==> config.mk <==
export PLATFORM = sky130hd
export DESIGN_NAME = conf_systolic
export DESIGN_NICKNAME = d
export VERILOG_FILES = /design/src/rtl/conf_systolic.sv
export SDC_FILE = /design/constraint.sdc
export NUM_CORES = 2
export LEC_CHECK = 0
export CORE_MARGIN = 4
export CORE_UTILIZATION = 55
export DETAILED_ROUTE_END_ITERATION = 7
export PLACE_DENSITY = 0.74
export SLEW_MARGIN = 20
export SYNTH_ARGS = -nofsm -noshare
export SYNTH_HDL_FRONTEND = slang
export SYNTH_SLANG_ARGS = --single-unit
export TNS_END_PERCENT = 1
==> constraint.sdc <==
create_clock -name clk -period 3.9 [get_ports clk]
set_input_delay 0.78 -clock clk [delete_from_list [all_inputs] [get_ports clk]]
set_output_delay 0.78 -clock clk [all_outputs]
set_load 0.05 [all_outputs]
==> src/rtl/conf_systolic.sv <==
// Dual-lane unsigned multiply-accumulate cell with per-lane row accumulators
// and same-row overlap detection for the downstream partial-product merger.
module conf_systolic (
  input  logic        clk,
  input  logic        reset,
  input  logic [31:0] val1,
  input  logic [31:0] val2,
  input  logic [11:0] rowIdx1,
  input  logic [11:0] rowIdx2,
  input  logic        tag1,
  input  logic        tag2,
  input  logic [31:0] vec,
  output logic        overlap,
  output logic [31:0] acc1,
  output logic [31:0] acc2,
  output logic [31:0] merge
);

  logic [31:0] w_p1;
  logic [31:0] w_p2;
  logic        w_act1;
  logic        w_act2;
  logic        w_ovl;
  logic [31:0] w_acc1_nxt;
  logic [31:0] w_acc2_nxt;

  logic        r_overlap;
  logic [31:0] r_acc1;
  logic [31:0] r_acc2;
  logic [31:0] r_merge;

  // Products are truncated to the low 32 bits by the 32-bit result width.
  assign w_p1   = val1 * vec;
  assign w_p2   = val2 * vec;
  assign w_act1 = |val1;
  assign w_act2 = |val2;
  assign w_ovl  = w_act1 && w_act2 && (rowIdx1 == rowIdx2);

  always_comb begin
    w_acc1_nxt = r_acc1;
    w_acc2_nxt = r_acc2;
    if (w_act1) w_acc1_nxt = tag1 ? w_p1 : r_acc1 + w_p1;
    if (w_act2) w_acc2_nxt = tag2 ? w_p2 : r_acc2 + w_p2;
  end

  always_ff @(posedge clk or posedge reset) begin
    if (reset) begin
      r_overlap <= 1'b0;
      r_acc1    <= '0;
      r_acc2    <= '0;
      r_merge   <= '0;
    end else begin
      r_overlap <= w_ovl;
      r_acc1    <= w_acc1_nxt;
      r_acc2    <= w_acc2_nxt;
      r_merge   <= w_ovl ? w_p1 + w_p2 : '0;
    end
  end

  assign overlap = r_overlap;
  assign acc1    = r_acc1;
  assign acc2    = r_acc2;
  assign merge   = r_merge;

endmodule

* Word-level counts from Yosys, hierarchy flattened
Cells that the tools add are included.
** Word-level totals
- Flip-flop bits (word level) :: 97
- Input bits :: 124
- Output and inout port bits :: 97
- Logic and storage cells :: 17
** Operators by class
- Add/sub/neg operators :: 3
- Multiply operators :: 2
- Equality and inequality tests :: 1
- Muxes and demuxes :: 3
- Reduce and logical (&&, ||, !) cells :: 4
** Operators by type and width (number)
- $add A32 B32 Y32 :: 3
- $mux W32 :: 3
- $mul A32 B32 Y32 :: 2
- $reduce_or A32 Y1 :: 2
- $eq A12 B12 Y1 :: 1
- $logic_and A1 B1 Y1 :: 2

* Logic depth before layout (Yosys ltp)
- Word-level depth :: 4
- Depth in mapped cells :: 37
- Depth with buffers taken out :: 35

* Worst setup path before layout
Ideal clock, no wire load.
- Path kind :: in2reg
- From :: input port vec[5]
- To :: register r_merge[31] (netlist: merge[31])
- Setup time :: 132 ps
- Arrival time :: 8852 ps
- Data required time :: 3768 ps
- Path slack :: -5083 ps
- Stages :: 32
- Buffers on the path :: 2
- Path through :: clkbuf_1 clkbuf_1 and2_1 fa_1 fa_1 fa_1 inv_1 fa_1 inv_1 fa_1 inv_1 fa_1 inv_1 fa_1 fa_1 ha_1 and2_4 a41o_1 a2111oi_4 o32ai_2 xor2_1 ha_1 nand3_1 or2_0 a211oi_1 o31a_1 a221o_1 a221o_1 a21oi_1 xnor2_1 xnor2_1 nor2_1
** On the way
- Word-level cells in the longest chain between the ends :: 3
- Elaborated cells between the ends (all ways) :: 4
- Classes of those cells :: add/sub: 1; mul: 2; mux: 1
** Ends and longest elaborated chain
- start, declared :: line 12 : input logic [31:0] vec,
- $mul A32 B32 Y32 (on tied branches) :: line 33, 34
- $add A32 B32 Y32 (*) :: line 56 : r_merge <= w_ovl ? w_p1 + w_p2 : '0;
- $mux W32 (*) :: line 56
- end signal, assigned :: line 56
- end, declared :: line 30 : logic [31:0] r_merge;
Mark *: on every way between the ends. The rest lies on a longest branch, timed or not.
A chain may end at the register's enable or synchronous reset.

* Final worst setup path
- From :: input port vec[2]
- To :: register r_merge[31] (netlist: merge[31])
Same word-level chain as after synthesis.

==> results.sh <==
export IMPL_grt_setup_unrepaired="yes"
export IMPL_route_detailed_vias_per_inst=5.54
export IMPL_yosys_area_share_adder_pct=51.8
export IMPL_failed_checks="setup timing"
export IMPL_tritoncts_num_sinks=97
export IMPL_synth_common_cells="830 x inv_1, 819 x fa_1, 606 x nand2_1"
export IMPL_design_die_area_um2=77000
export IMPL_initial_utilization_pct=55.7
export IMPL_timing_hold_ws_ns=0.531
export IMPL_largest_fanout_on_the_critical_path=13
export IMPL_synth_area_top_cells="fa_1 41%, ha_1 11%, and2_1 8.8%, inv_1 7.8%, dfrtp_1 6.1%"
export IMPL_fin_skew_ns=0.0124
export IMPL_critPathArrivalTime_ns=9.09
export IMPL_outcome="finished with violations"
export IMPL_cell_at_the_root_of_the_clock_tree="clkbuf_16"
export IMPL_cts_buffers_inserted=9
export IMPL_cpMaxStageDelayCell="fa_1"
export IMPL_place_hpwl_um=106000
export IMPL_row_count=98
export IMPL_core_area_um2=71700
export IMPL_gpl_final_weighted_congestion=1.01
export IMPL_detail_route_drc_violations=0
export IMPL_postLayoutCoreUtil_pct=71.4
export IMPL_syn_mean_instance_area_um2=8.76
export IMPL_multiInputGateArea_um2=35300
export IMPL_top_signal_layer_used="met4"
export IMPL_post_synth_instance_area_um2=39900
export IMPL_ys_async_sr_fraction_pct=100
export IMPL_drv_slew=0
export IMPL_fillerInstances=5224
export IMPL_num_vias=35000
export IMPL_netlist_instances=4561
export IMPL_maxSlewHeadroom_pct=57.3
export IMPL_io_buffers=220
export IMPL_worst_pin_slew_ns=0.638
export IMPL_postLayoutSetupSlackWorst_ns=-4.94
export IMPL_layout_nets=6642
export IMPL_ant_nets=0
export IMPL_drt_wirelength_per_cell_um=20.3
export IMPL_io_pins=221
export IMPL_totalWireLength_um=128000
export IMPL_synth_most_common_cell="inv_1"
export IMPL_grt_antenna_before_repair=2
export IMPL_htreeDepth=3
export IMPL_worstPathRequired_ns=4.16
export IMPL_width_of_the_chip_um=277
export IMPL_cp_slowest_stage_delay_ns=0.53
export IMPL_synth_compound_area_share_pct=8.17
export IMPL_final_min_period_over_clock_period_pct=227
export IMPL_synth_enable_flop_cells=0
export IMPL_synth_xor_xnor_area_share_pct=5.52
export IMPL_grtUsageTotal_pct=33.3
export IMPL_latest_clock_arrival_within_the_worst_skew_pair_ns=0.37
export IMPL_final_min_clock_period_ns=8.84
export IMPL_hold_path_class="reg2reg"
export IMPL_drive_above_1_share_pct=20.5
export IMPL_clk_transition_reported_paths_ns=0.07
export IMPL_grt_start_max_net_pins=70
export IMPL_area_delta_synth_final_pct=28.3
export IMPL_fmax_mhz=113
export IMPL_synthFlopType="dfrtp_1"
export IMPL_ctsLongestPathBuffers=2
export IMPL_synth_area_mux_share_pct=0.279
export IMPL_reg2reg_setup_slack_ns=0.32
export IMPL_first_global_vias=37900
export IMPL_met2_wirelength_um=62100
export IMPL_hold_buffers=0
export IMPL_timing_hold_violations_final=0
export IMPL_synth_ff_latch_count=97
export IMPL_crit_type="in2reg"
export IMPL_worst_path_most_repeated_cell="fa_1"
export IMPL_grt_overflow=0
export IMPL_setup_worst_path_start_class="input pin"
export IMPL_area_share_of_the_largest_cell_type_after_synthesis_pct=41.0
export IMPL_syn_nets=5847
export IMPL_synth_top_family_by_area="adder cells"
export IMPL_met3_length_um=10500
export IMPL_synth_seq_area_share_pct=6.08
export IMPL_met1_length_um=48800
export IMPL_cell_type_contributing_the_most_total_cell_area_after_synthesis="fa_1"
export IMPL_chipHeight_um=277
export IMPL_cap_violations=0
export IMPL_fin_tns_setup_ns=-303.57
export IMPL_seqCellArea_um2=2430
export IMPL_dpl_worst_slack_ns=-5.73
export IMPL_ys_types=80
export IMPL_yosys_warnings=0
export IMPL_critical_path_endpoint_type="register"
export IMPL_fraction_of_the_mapped_netlist_area_in_simple_logic_gates_pct=18.2
export IMPL_finalSetupViolCount=86
export IMPL_drt_first_pass_iters=6
export IMPL_grt_first_pass_wirelength_um=204000
export IMPL_tritoncts_clock_tree="built"
export IMPL_drt_iter0_markers=2911
-- path summary, 6_finish.rpt --
| path | start | end | cells after the start |
|---|---|---|---|
| max reg2reg | acc2[0]$_DFFE_PP0N_ | acc2[30]$_DFFE_PP0N_ | 14 |
| min in group asynchronous | reset | acc1[18]$_DFFE_PP0P_ | 2 |
| max in group asynchronous | reset | acc2[19]$_DFFE_PP0N_ | 3 |
| min reg2reg | acc2[16]$_DFFE_PP0N_ | acc2[16]$_DFFE_PP0N_ | 2 |
| min | acc2[16]$_DFFE_PP0N_ | acc2[16]$_DFFE_PP0N_ | 2 |
| max | vec[2] | merge[31]$_DFF_PP0_ | 38 |
-- through the flow --
step | instances | area, um2
5_1_grt | 6311 | 51200
3_5_place_dp | 6250 | 48700
4_1_cts | 6301 | 50500
3_3_place_gp | 6250 | 48700
6_report | 6315 | 51200
2_1_floorplan | 4561 | 40100
-- registers in the layout, indices dropped and copies added (netlist names) --
| register | flops |
|---|---|
| overlap | 1 |
| acc2 | 32 |
| merge | 32 |
| acc1 | 32 |
-- what timing repair did --
item	in CTS	in global routing
setup endpoints to repair	87	87
setup buffers	32	10
endpoints found under the hold margin	0	0
pin swaps	119	81
cloned	3	0
resized for setup	282	115
-- cell usage in the layout (no fill, tap or decap), drive strengths merged, types with 149 or more instances in the layout --
master	count
and2	563
nor2	149
fa	819
ha	343
xnor2	178
clkdlybuf4s50	177
nand2	606
buf	806
a21oi	172
inv	834
-- layout make-up --
cell class / count / share of cell area [%]
inverters: 831 / 6.09
flip-flops and latches: 97 / 4.74
multi-input cells: 3401 / 68.9
diodes: 4 / 0.0195
clock inverters: 7 / 0.120
well taps: 950 / 2.32
repair buffers: 1016 / 17.3
clock buffers: 9 / 0.440
-- routing by layer --
layer / track usage [%] / vias to the layer above
met5: 0 / -
met4: 14.4 / 0
met3: 5.92 / 393
met2: 55.8 / 1513
met1: 42.7 / 17600
li1: - / 15500
-- worst max-delay path: cells and delay by family --
family          cells  cell delay [ns]
compound gates     10             2.25
xor+xnor            3             0.41
fa+ha+maj          10             3.95
buf+inv            10             1.09
simple gates        5             0.54
-- cell families (layout without fill, tap and decap cells) --
group           after synthesis  in the layout
fa+ha+maj                  1162           1162
other cells                   0              4
compound gates              511            511
flops                        97             97
xor+xnor                    251            251
buf+inv                    1063           1863
mux                          11             11
simple gates               1466           1466
Power is left out: the tool's default activity adds up to more than one toggle a clock period on the data nets, which glitch-free logic cannot reach.
